File: config.mk
export PLATFORM = sky130hd
export DESIGN_NAME = rx_cmd_ctrl
export DESIGN_NICKNAME = d
export VERILOG_FILES = /design/src/rtl/rx_cmd_ctrl.sv
export SDC_FILE = /design/constraint.sdc
export NUM_CORES = 1
export LEC_CHECK = 0
export CORE_UTILIZATION = 46
export DETAILED_ROUTE_END_ITERATION = 16
export GPL_ROUTABILITY_DRIVEN = 0
export PLACE_DENSITY = 0.8
export SLEW_MARGIN = 5
export SYNTH_ARGS = -nofsm -noshare
export SYNTH_HDL_FRONTEND = slang
export SYNTH_SLANG_ARGS = --single-unit
File: constraint.sdc
create_clock -name CLK -period 2 [get_ports CLK]
set_input_delay 0.4 -clock CLK [delete_from_list [all_inputs] [get_ports CLK]]
set_output_delay 0.4 -clock CLK [all_outputs]
set_load 0.01 [all_outputs]
File: src/rtl/rx_cmd_ctrl.sv
// UART command controller: decodes RX command frames into register-file writes/reads and ALU operations, and returns results as TX bytes.
// Latency: strobes are registered and appear one cycle after the byte that triggers them; a TX byte is written in the same cycle FIFO_FULL is low.
// Backpressure: SEND states hold while FIFO_FULL=1; bytes arriving outside the byte-consuming states are dropped; waits on RF/ALU have no timeout.
module rx_cmd_ctrl #(
    parameter int DATA_W = 8,
    parameter int ADDR_W = 4,
    parameter int FUN_W  = 4
) (
    input  logic                  CLK,
    input  logic                  RST,
    input  logic [DATA_W-1:0]     RX_P_DATA,
    input  logic                  RX_D_VLD,
    input  logic [DATA_W-1:0]     RF_RdData,
    input  logic                  RF_RdData_VLD,
    input  logic [2*DATA_W-1:0]   ALU_OUT,
    input  logic                  ALU_OUT_VLD,
    input  logic                  FIFO_FULL,
    output logic [ADDR_W-1:0]     RF_Address,
    output logic                  RF_WrEn,
    output logic                  RF_RdEn,
    output logic [DATA_W-1:0]     RF_WrData,
    output logic [FUN_W-1:0]      ALU_FUN,
    output logic                  ALU_EN,
    output logic                  CLK_GATE_EN,
    output logic [DATA_W-1:0]     TX_P_DATA,
    output logic                  TX_D_VLD
);

    localparam logic [DATA_W-1:0] CMD_WR  = DATA_W'(8'hAA);
    localparam logic [DATA_W-1:0] CMD_RD  = DATA_W'(8'hBB);
    localparam logic [DATA_W-1:0] CMD_OPS = DATA_W'(8'hCC);
    localparam logic [DATA_W-1:0] CMD_FUN = DATA_W'(8'hDD);

    typedef enum logic [3:0] {
        IDLE     = 4'd0,
        WR_ADDR  = 4'd1,
        WR_DATA  = 4'd2,
        RD_ADDR  = 4'd3,
        RD_WAIT  = 4'd4,
        OPA      = 4'd5,
        OPB      = 4'd6,
        FUN      = 4'd7,
        ALU_WAIT = 4'd8,
        SEND_RD  = 4'd9,
        SEND_LO  = 4'd10,
        SEND_HI  = 4'd11
    } state_t;

    state_t              r_state;
    // Upper ALU byte parked here while the lower byte is waiting to be sent.
    logic [DATA_W-1:0]   r_alu_hi;
    logic                w_in_send;

    // TX_D_VLD follows FIFO_FULL combinationally so a byte is never written into a
    // FIFO that went full in the same cycle; TX_P_DATA itself is registered and
    // loaded before the SEND state is entered, so it is stable while valid is high.
    assign w_in_send = (r_state == SEND_RD) || (r_state == SEND_LO) || (r_state == SEND_HI);
    assign TX_D_VLD  = w_in_send && !FIFO_FULL;

    // Command FSM with registered strobes, address/data, ALU function and TX byte.
    always_ff @(posedge CLK or negedge RST) begin
        if (!RST) begin
            r_state     <= IDLE;
            r_alu_hi    <= '0;
            RF_Address  <= '0;
            RF_WrEn     <= 1'b0;
            RF_RdEn     <= 1'b0;
            RF_WrData   <= '0;
            ALU_FUN     <= '0;
            ALU_EN      <= 1'b0;
            CLK_GATE_EN <= 1'b0;
            TX_P_DATA   <= '0;
        end else begin
            // Strobes are single-cycle: cleared every cycle unless re-armed below.
            RF_WrEn <= 1'b0;
            RF_RdEn <= 1'b0;
            ALU_EN  <= 1'b0;

            case (r_state)
                IDLE: begin
                    if (RX_D_VLD) begin
                        case (RX_P_DATA)
                            CMD_WR:  r_state <= WR_ADDR;
                            CMD_RD:  r_state <= RD_ADDR;
                            CMD_OPS: r_state <= OPA;
                            CMD_FUN: r_state <= FUN;
                            default: r_state <= IDLE;
                        endcase
                    end
                end

                WR_ADDR: begin
                    if (RX_D_VLD) begin
                        RF_Address <= RX_P_DATA[ADDR_W-1:0];
                        r_state    <= WR_DATA;
                    end
                end

                WR_DATA: begin
                    if (RX_D_VLD) begin
                        RF_WrEn   <= 1'b1;
                        RF_WrData <= RX_P_DATA;
                        r_state   <= IDLE;
                    end
                end

                RD_ADDR: begin
                    if (RX_D_VLD) begin
                        RF_RdEn    <= 1'b1;
                        RF_Address <= RX_P_DATA[ADDR_W-1:0];
                        r_state    <= RD_WAIT;
                    end
                end

                RD_WAIT: begin
                    if (RF_RdData_VLD) begin
                        TX_P_DATA <= RF_RdData;
                        r_state   <= SEND_RD;
                    end
                end

                // Operand A always lands in register 0.
                OPA: begin
                    if (RX_D_VLD) begin
                        RF_WrEn    <= 1'b1;
                        RF_Address <= '0;
                        RF_WrData  <= RX_P_DATA;
                        r_state    <= OPB;
                    end
                end

                // Operand B always lands in register 1, then the function byte follows.
                OPB: begin
                    if (RX_D_VLD) begin
                        RF_WrEn    <= 1'b1;
                        RF_Address <= ADDR_W'(1);
                        RF_WrData  <= RX_P_DATA;
                        r_state    <= FUN;
                    end
                end

                // The ALU clock is ungated together with the start strobe.
                FUN: begin
                    if (RX_D_VLD) begin
                        ALU_FUN     <= RX_P_DATA[FUN_W-1:0];
                        ALU_EN      <= 1'b1;
                        CLK_GATE_EN <= 1'b1;
                        r_state     <= ALU_WAIT;
                    end
                end

                // Gate stays open through the result cycle, closes on the next edge.
                ALU_WAIT: begin
                    if (ALU_OUT_VLD) begin
                        TX_P_DATA   <= ALU_OUT[DATA_W-1:0];
                        r_alu_hi    <= ALU_OUT[2*DATA_W-1:DATA_W];
                        CLK_GATE_EN <= 1'b0;
                        r_state     <= SEND_LO;
                    end
                end

                SEND_RD: begin
                    if (!FIFO_FULL) begin
                        r_state <= IDLE;
                    end
                end

                SEND_LO: begin
                    if (!FIFO_FULL) begin
                        TX_P_DATA <= r_alu_hi;
                        r_state   <= SEND_HI;
                    end
                end

                SEND_HI: begin
                    if (!FIFO_FULL) begin
                        r_state <= IDLE;
                    end
                end

                default: r_state <= IDLE;
            endcase
        end
    end

endmodule

==> impl_metrics.json <==
{
  "grt_pass1_wl_mm": 7.83,
  "ys_seq_area_frac": 0.490,
  "path_cells": "and2b_1, nor3b_1, dlygate4sd2_1",
  "cts_tree": "built",
  "fmax_mhz": 558,
  "p_per_area_nw_per_um2": 1270,
  "post_cts_buffers": 0,
  "most-common-layout-cells": "clkdlybuf4s50_1 (64), dfrtp_1 (39), mux2i_1 (20)",
  "drt_iter0_drc": 120,
  "post-synth-top-area-fraction": 0.490,
  "synth_edf_count": 0,
  "synthesis.area_um2": 2040,
  "diodes": 0,
  "syn_avg_cell_area_um2": 11.3,
  "synthesis.nets": 219,
  "h-tree-depth": 2,
  "fin_crit_sh": 0.896,
  "fin_ws_ns": 0.207,
  "drc_errors": 0,
  "critical_path_class": "flop to primary output",
  "vias_per_cell": 5.22,
  "grt_setup_unrepaired": "false",
  "syn-instance-count": 181,
  "root_buffer": "clkbuf_8",
  "nNetsFinal": 299,
  "cp_data_arrival_time_ns": 1.39,
  "clock-sinks": 40,
  "drive_gt1_frac": 0.188,
  "power_w": 0.00372,
  "grt_max_degree": 41,
  "finClkSkew_ns": 0.00319,
  "hold_class": "primary input to asynchronous set/reset pin",
  "post_synth_main_area_contributors": "dfrtp_1 (49%), mux2i_1 (9.8%), mux2_2 (9.4%)",
  "reg2reg_from": "r_state[3]$_DFFE_PN0P_",
  "cp_slowest_stage_delay_ns": 0.42,
  "cp_slowest_cell": "dfrtp_1",
  "antenna_found_initial": 0,
  "setup_viol": 0,
  "status": "finished clean",
  "dpl_worst_slack_ns": -0.00889,
  "cts_max_path_buffers": 2,
  "clk_pin_slew_ns": 0.07,
  "ys_warn_count": 0,
  "grt_usage": 0.231,
  "syn_to_final_growth_pct": 42.9,
  "whs_ns": 0.150,
  "p_leak_nw": 1.29,
  "die-area_um2": 4710,
  "maxCapViolations": 0,
  "num_rows": 23,
  "finalHoldViolations": 0,
  "portBuffers": 66,
  "peakVddDrop_mv": 0.568,
  "worstSetupStartpoint": "r_state[2]$_DFFE_PN0P_",
  "clk_latency_ns": 0.29,
  "core_area_um2": 4140,
  "routed-via-count": 1623,
  "hpwlAfterDp_mm": 3.48,
  "synth-main-ff-cell": "dfrtp_1",
  "die_w_um": 68.6,
  "period_minus_slack_ns": 1.79,
  "dr.pass1.iters": 4,
  "ios": 67,
  "cts_made_buffers": 5,
  "drt_wl_total_mm": 4.76,
  "end_kind": "primary output",
  "synth_cell_types": 47,
  "wl_per_cell_um": 15.3,
  "grt_pass1_vias": 1641,
  "die_h_um": 68.6,
  "async_flop_share": 1.00,
  "start_util": 0.493,
  "fill_cells": 312,
  "crit_path_max_fanout": 5,
  "startpoint_type": "flop",
  "drv_slew": 0,
  "crit_required_ns": 1.60,
  "yosysTopAreaCell": "dfrtp_1",
  "final_antenna_net_count": 0,
  "layout_commonest_cell": "clkdlybuf4s50_1",
  "gr-total-overflow": 0,
  "ys_ff_latch": 40,
  "tightestPinTransition_ns": 0.533,
  "relSlewSlack": 0.640,
  "cts-hold-fix-buffers": 0
}
-- final timing paths --
check	to	depth (start not counted)	slack (ns)
max	TX_D_VLD	3	0.21
min	TX_P_DATA[6]$_DFFE_PN0P_	2	0.15
max reg2reg	r_state[0]$_DFFE_PN0P_	4	0.29
min reg2reg	RF_WrData[6]$_DFFE_PN0P_	1	0.49
max in group asynchronous	r_state[1]$_DFFE_PN0P_	2	1.47
min in group CLK	RF_WrData[6]$_DFFE_PN0P_	1	0.49
-- logic make-up (layout without fill, tap and decap cells) --
| group | count (synthesis) | after routing | synth area share |
|---|---|---|---|
| AND/OR/NAND/NOR | 49 | 49 | 0.143 |
| multiplexers | 41 | 41 | 0.214 |
| flip-flops | 40 | 40 | 0.490 |
| AO/OA/AOI/OAI | 27 | 27 | 0.0937 |
| buffers and inverters | 21 | 101 | 0.0472 |
| XOR/XNOR | 3 | 3 | 0.0129 |
-- state kept, by name, summed over array words and instances (netlist names), 4 cells and up --
name,flops
ALU_FUN,4
r_alu_hi,8
TX_P_DATA,8
RF_Address,4
r_state,4
RF_WrData,8
-- report_power, final --
group	leakage [nW]	switching, W	internal, W
combinational	0.761	0.000819	0.00104
clock	0.0400	0.000279	0.000236
sequential	0.491	0.000198	0.00115
-- worst max-delay path: cells and delay by family (launching register included) --
family                 cells  cell delay [ns]
DFF                        1             0.42
buffers and inverters      1             0.29
and+or+nand+nor            2             0.39
-- final cells by class --
type	instances	area (um2)	share of cell area
clock buffers	5	68.8	0.0236
clock inverters	2	12.5	0.00428
inverters	13	48.8	0.0167
multi-input cells	120	946	0.324
flip-flops and latches	40	1000	0.343
well taps	50	62.6	0.0214
repair buffers	81	779	0.267
-- Yosys cell counts, types with 2 or more instances --
library cell and number:
dfrtp_1 40, mux2i_1 20, mux2_2 17, nand2_1 15, inv_1 13, o21ai_0 9, nor2_1 6, buf_2 5
mux2_1 4, nand2b_1 4, nor3b_1 4, a21oi_1 3, nand3_1 2, nor2_2 2, nor3_1 2, nor4bb_1 2
o41ai_1 2, xnor2_1 2
-- layer usage --
layer | global-route usage | part of all wire | vias up
met4 | 0.0990 | 0.016 | 0
met3 | 0.0592 | 0.050 | 9
met5 | 0 | 0 | -
li1 | - | - | 796
met1 | 0.313 | 0.47 | 781
met2 | 0.350 | 0.47 | 37
-- per-stage QoR --
stage	utilization	cell area, um2	TNS, ns	std cells
global placement	0.685	2840	0	304
global route	0.705	2920	0	311
detailed placement	0.685	2840	-0.00889	304
CTS	0.705	2920	0	311
floorplan	-	2040	0	181
finish	0.705	2920	0	311
-- repair_timing --
| item | in CTS | in global routing |
|---|---|---|
| setup endpoints to repair | 1 | 0 |
| gates resized for setup | 2 | 0 |
| hold endpoints to repair | 0 | 0 |
(Power assumes the default switching activity.)
==> edit 1, RTL diff (config.mk and constraints unchanged) <==
Set the parameter `ADDR_W` to 5 (it was 4).
--- a/src/rtl/rx_cmd_ctrl.sv
+++ b/src/rtl/rx_cmd_ctrl.sv
@@ -3,7 +3,7 @@
 // Backpressure: SEND states hold while FIFO_FULL=1; bytes arriving outside the byte-consuming states are dropped; waits on RF/ALU have no timeout.
 module rx_cmd_ctrl #(
     parameter int DATA_W = 8,
-    parameter int ADDR_W = 4,
+    parameter int ADDR_W = 5,
     parameter int FUN_W  = 4
 ) (
     input  logic                  CLK,
Ports: changed (resized RF_Address); port bits go from 67 to 68. The function was not compared with the original's and may differ.
==> edit 1 against the original RTL <==
  * Sequential cell count up 1
  * Register-to-register slack worse by 0.09 ns
  * Clock skew hardly changed
  * Area after synthesis grew 2.6%
  * Largest power group unchanged
  * Largest cell class unchanged
  * Maximum frequency fell by 3.3%
  * Worst setup slack got worse by 0.061 ns
  * Via count rose by 4.1%
  * Total power grew 12%
  * Routed wire length grew 3.9%
  * Sequential power rose by 3%
  * Final area rose by 5.0%
==> edit 1: results (changes against the original RTL) <==
- Fin nets: 302 (+1.0%)
- Reg2Reg Setup Slack: 0.20 ns (-0.09 ns)
- Leakage: 1.34 nW (+3.4%)
- Final wirelength: 4.95 mm (+3.9%)
- Layout cells sized above 1: 21.5% (+2.7 points)
- Total Routing Usage GR: 21.8% (-1.4 points)
- Dpl hpwl: 3.61 mm (+3.6%)
- Peak supply drop: 667 uV (+17%)
- Path depth of the worst reg2reg path: 5 (+1)
- Status: finished clean
- Via density: 5.33 (+2.2%)
- Post-Syn Area per Cell: 11.6 um2 (+2.6%)
- Area after DPL: 0.00293 mm2 (+3.3%)
- Largest net degree at the start of global routing: 42 (+2.4%)
- Worst relative slew slack: 67.5% (+3.5 points)
- Vias in the first global route: 1734 (+5.7%)
- Global-route wire length before repair: 8.08 mm (+3.2%)
- Synth Area in Compound Gates: 9.19% (-0.18 points)
- Filler cells: 338 (+8.3%)
- Mux cell area share after synthesis: 23.0% (+1.6 points)
- Sw Share: 32.3% (-2.5 points)
- Seq/Total Area, Yosys: 48.9% (-0.064 points)
- Top post-synthesis cells by area: dfrtp_1 (49%), mux2_2 (8.6%), mux2i_1 (8.1%), mux2_4 (5.7%), o21ai_0 (2.1%)
- Top cells by count, synth: dfrtp_1 (41), mux2i_1 (17), mux2_2 (16), nand2_1 (11)
- WL/cell: 15.6 um (+1.9%)
- Slowest stage delay, CP: 0.48 ns (+0.06 ns)
- Slowest CP cell: dfrtp_2
- Starting DRT DRC Count: 141 (+18%)
- FF+latch area: 0.00103 mm2 (+2.5%)
- Post-route setup slack: 0.146 ns (-0.0611 ns)
- Placed insts: 309 (+1.6%)
- CP Launch Point: r_state[0]
- Worst-path maximum fanout: 9 (+4)
## edit 1: cell types whose count changed after synthesis, sizes merged, moves of 3 or more
cell / change
mux2i: -3
nand2: -4
nor2b: +4
inv: -3
mux2: +4
## edit 1: power by group through the flow
stage / combinational (mW) / sequential, mW / clock [mW]
3_5_place_dp: 1.99 / 1.38 / 0
2_1_floorplan: 1.00 / 1.47 / 0
3_3_place_gp: 1.95 / 1.37 / 0
6_report: 1.99 / 1.38 / 0.781
5_1_grt: 2.14 / 1.41 / 0.827
4_1_cts: 2.00 / 1.37 / 0.798
## edit 1: cell type report
class                           instances  area share [%]
Multi-Input combinational cell        123            32.4
Tap cell                               52            2.12
Clock inverter                          3            2.12
Timing Repair Buffer                   83            26.4
Inverter                               10            1.22
Clock buffer                            5            2.24
Sequential cell                        41            33.5
## edit 1: metal layers
layer	GRT usage, %	share of wire [%]
met4	12.2	2.5
met2	35.2	51
met3	4.51	5.3
met1	27.2	41
met5	0	0
==> edit 2, RTL diff (same settings) <==
Without the edit above. Encoding of `state_t`: now one-hot (12 bits for 12 states).
--- a/src/rtl/rx_cmd_ctrl.sv
+++ b/src/rtl/rx_cmd_ctrl.sv
@@ -31,19 +31,19 @@
     localparam logic [DATA_W-1:0] CMD_OPS = DATA_W'(8'hCC);
     localparam logic [DATA_W-1:0] CMD_FUN = DATA_W'(8'hDD);
 
-    typedef enum logic [3:0] {
-        IDLE     = 4'd0,
-        WR_ADDR  = 4'd1,
-        WR_DATA  = 4'd2,
-        RD_ADDR  = 4'd3,
-        RD_WAIT  = 4'd4,
-        OPA      = 4'd5,
-        OPB      = 4'd6,
-        FUN      = 4'd7,
-        ALU_WAIT = 4'd8,
-        SEND_RD  = 4'd9,
-        SEND_LO  = 4'd10,
-        SEND_HI  = 4'd11
+    typedef enum logic [11:0] {
+        IDLE     = 12'b000000000001,
+        WR_ADDR  = 12'b000000000010,
+        WR_DATA  = 12'b000000000100,
+        RD_ADDR  = 12'b000000001000,
+        RD_WAIT  = 12'b000000010000,
+        OPA      = 12'b000000100000,
+        OPB      = 12'b000001000000,
+        FUN      = 12'b000010000000,
+        ALU_WAIT = 12'b000100000000,
+        SEND_RD  = 12'b001000000000,
+        SEND_LO  = 12'b010000000000,
+        SEND_HI  = 12'b100000000000
     } state_t;
 
     state_t              r_state;
Check against the original RTL: no difference found for any inputs over 10 cycles, from zero or initial values and one cycle with RST low; not proved beyond that.
==> edit 2 against the original RTL <==
  * The run now ends with negative setup slack left
  * Routed wire length rose by 71%
  * Largest cell class is now multi-input gates
  * Final area rose by 39%
  * Area after synthesis rose by 19%
  * Maximum frequency fell by 18%
  * Worst setup slack got worse by 0.40 ns
  * Non-clock buffer count rose by 63
  * Sequential cell count rose by 8
Power is not compared: it rests on default switching activity, and its combinational part moved more than twofold at a synthesized area within 25%.
==> edit 2: results (changes against the original RTL) <==
- Status: complete, but fails checks
- Failing checks: negative setup slack
- Setup violators final: 36 (+36)
- Top post-synthesis cells by area: dfrtp_1 (48%), mux2_2 (7.4%), mux2_1 (4.6%), mux2i_1 (4.5%), a222oi_1 (3.3%)
- Flops & latches, synth: 48 (+20%)
- Largest net degree at the start of global routing: 30 (-27%)
- Fin nets: 388 (+30%)
- Reg clk slew, reported paths: 0.09 ns (+0.02 ns)
- Global-route wire length before repair: 11.1 mm (+42%)
- Worst Skew: 0.0112 ns (+0.00804 ns)
- CTS max path bufs: 2 (unchanged)
- Slew @ Worst Pin: 0.507 ns (-0.0255 ns)
- Vias in the first global route: 2261 (+38%)
- Peak supply drop: 588 uV
- Syn_nets: 244 (+11%)
- Path depth of the worst reg2reg path: 8 (+4)
- Top cells by count, synth: dfrtp_1 (47), mux2_2 (16), inv_1 (15), nor2_1 (14), mux2i_1 (11)
- Filler cells: 285 (-8.7%)
- Total Routing Usage GR: 26.7% (+3.5 points)
- Library cells used by synthesis: 49 (+4.3%)
- Final wirelength: 8.16 mm (+71%)
- Worst-path maximum fanout: 8 (+3)
- Critical path arrival: 2.36 ns (+0.97 ns)
- Input/output buffers: 66 (unchanged)
- Area after DPL: 0.00359 mm2 (+26%)
- Layout cells sized above 1: 40.2% (+21 points)
- Reg-to-Reg End: TX_P_DATA[4]
- Starting DRT DRC Count: 273 (+130%)
- Asr flop ratio synth: 100% (unchanged)
- Post-Syn Area per Cell: 11.8 um2 (+4.9%)
- Post-route setup slack: -0.195 ns (-0.402 ns)
- Vias post-DR: 2402 (+48%)
- Dpl hpwl: 5.04 mm (+45%)
- Fin cells: 421 (+35%)
- Drt pass-1 iters: 5 (+1)
## edit 2: cell type report
class / count / area (um2) / share of cell area (%)
multi-input cells: 136 / 1330 / 32.8
well taps: 70 / 87.6 / 2.16
repair buffers: 144 / 1310 / 32.1
inverters: 15 / 56.3 / 1.39
clock buffers: 8 / 80.1 / 1.97
flip-flops and latches: 48 / 1200 / 29.6
## edit 2: how the worst max path moves through the flow
stage	slack [ns]	endpoint	from
3_3_place_gp	-0.25	r_state[0]	RX_P_DATA[6]
5_1_grt	-0.24	TX_P_DATA[4]	r_state[3]
4_1_cts	-0.09	r_state[3]	r_state[9]
2_1_floorplan	-0.10	TX_P_DATA[0]	r_state[10]
6_report	-0.19	TX_P_DATA[4]	r_state[3]
3_5_place_dp	-0.29	r_state[3]	RX_D_VLD
## edit 2: cells by family (layout without fill, tap and decap cells)
logic type	count (synthesis)	count (layout)	synth area share (%)
AO/OA/AOI/OAI	30	30	10.0
XOR/XNOR	4	4	1.44
buffers and inverters	23	167	4.36
flip-flops	48	48	49.3
multiplexers	37	37	16.5
AND/OR/NAND/NOR	64	65	18.4
## edit 2: routing by layer
| layer | routed length, um | vias to the layer above | GRT usage [%] |
|---|---|---|---|
| li1 | - | 1055 | - |
| met1 | 3310 | 1207 | 34.9 |
| met2 | 4200 | 115 | 43.8 |
| met3 | 429 | 25 | 4.02 |
| met4 | 221 | 0 | 12.2 |
| met5 | 0 | - | 0 |
## edit 2: metrics by stage
| step | setup TNS (ns) | hold slack, ns | worst slack (ns) |
|---|---|---|---|
| floorplan | -0.969 | 0.104 | -0.102 |
| global placement | -3.62 | 0.387 | -0.251 |
| detailed placement | -3.85 | 0.395 | -0.291 |
| CTS | -1.21 | 0.0713 | -0.0916 |
| global route | -5.83 | 0.0922 | -0.236 |
| finish | -3.16 | 0.0593 | -0.195 |
## edit 2: power by group
part	total [mW]	internal, mW	switching, mW
logic	0.691	0.381	0.310
clock network	0.557	0.249	0.308
registers	1.03	1.01	0.0245
## edit 2: timing repair
| item | 4_1_cts | 5_1_grt |
|---|---|---|
| gates resized for setup | 18 | 38 |
| buffers inserted | 16 | 7 |
| hold buffers | 0 | 0 |
| pin swaps | 11 | 13 |
| setup endpoints to repair | 34 | 45 |
| cloned | 1 | 0 |
## edit 2: critical path, stage by stage (launching register included)
cell and delay (ns):
dfrtp_1 0.41, nor4_4 0.34, buf_4 0.22, buf_4 0.13, buf_4 0.09, nand4_1 0.13
buf_4 0.21, a222oi_1 0.40, mux2i_1 0.13
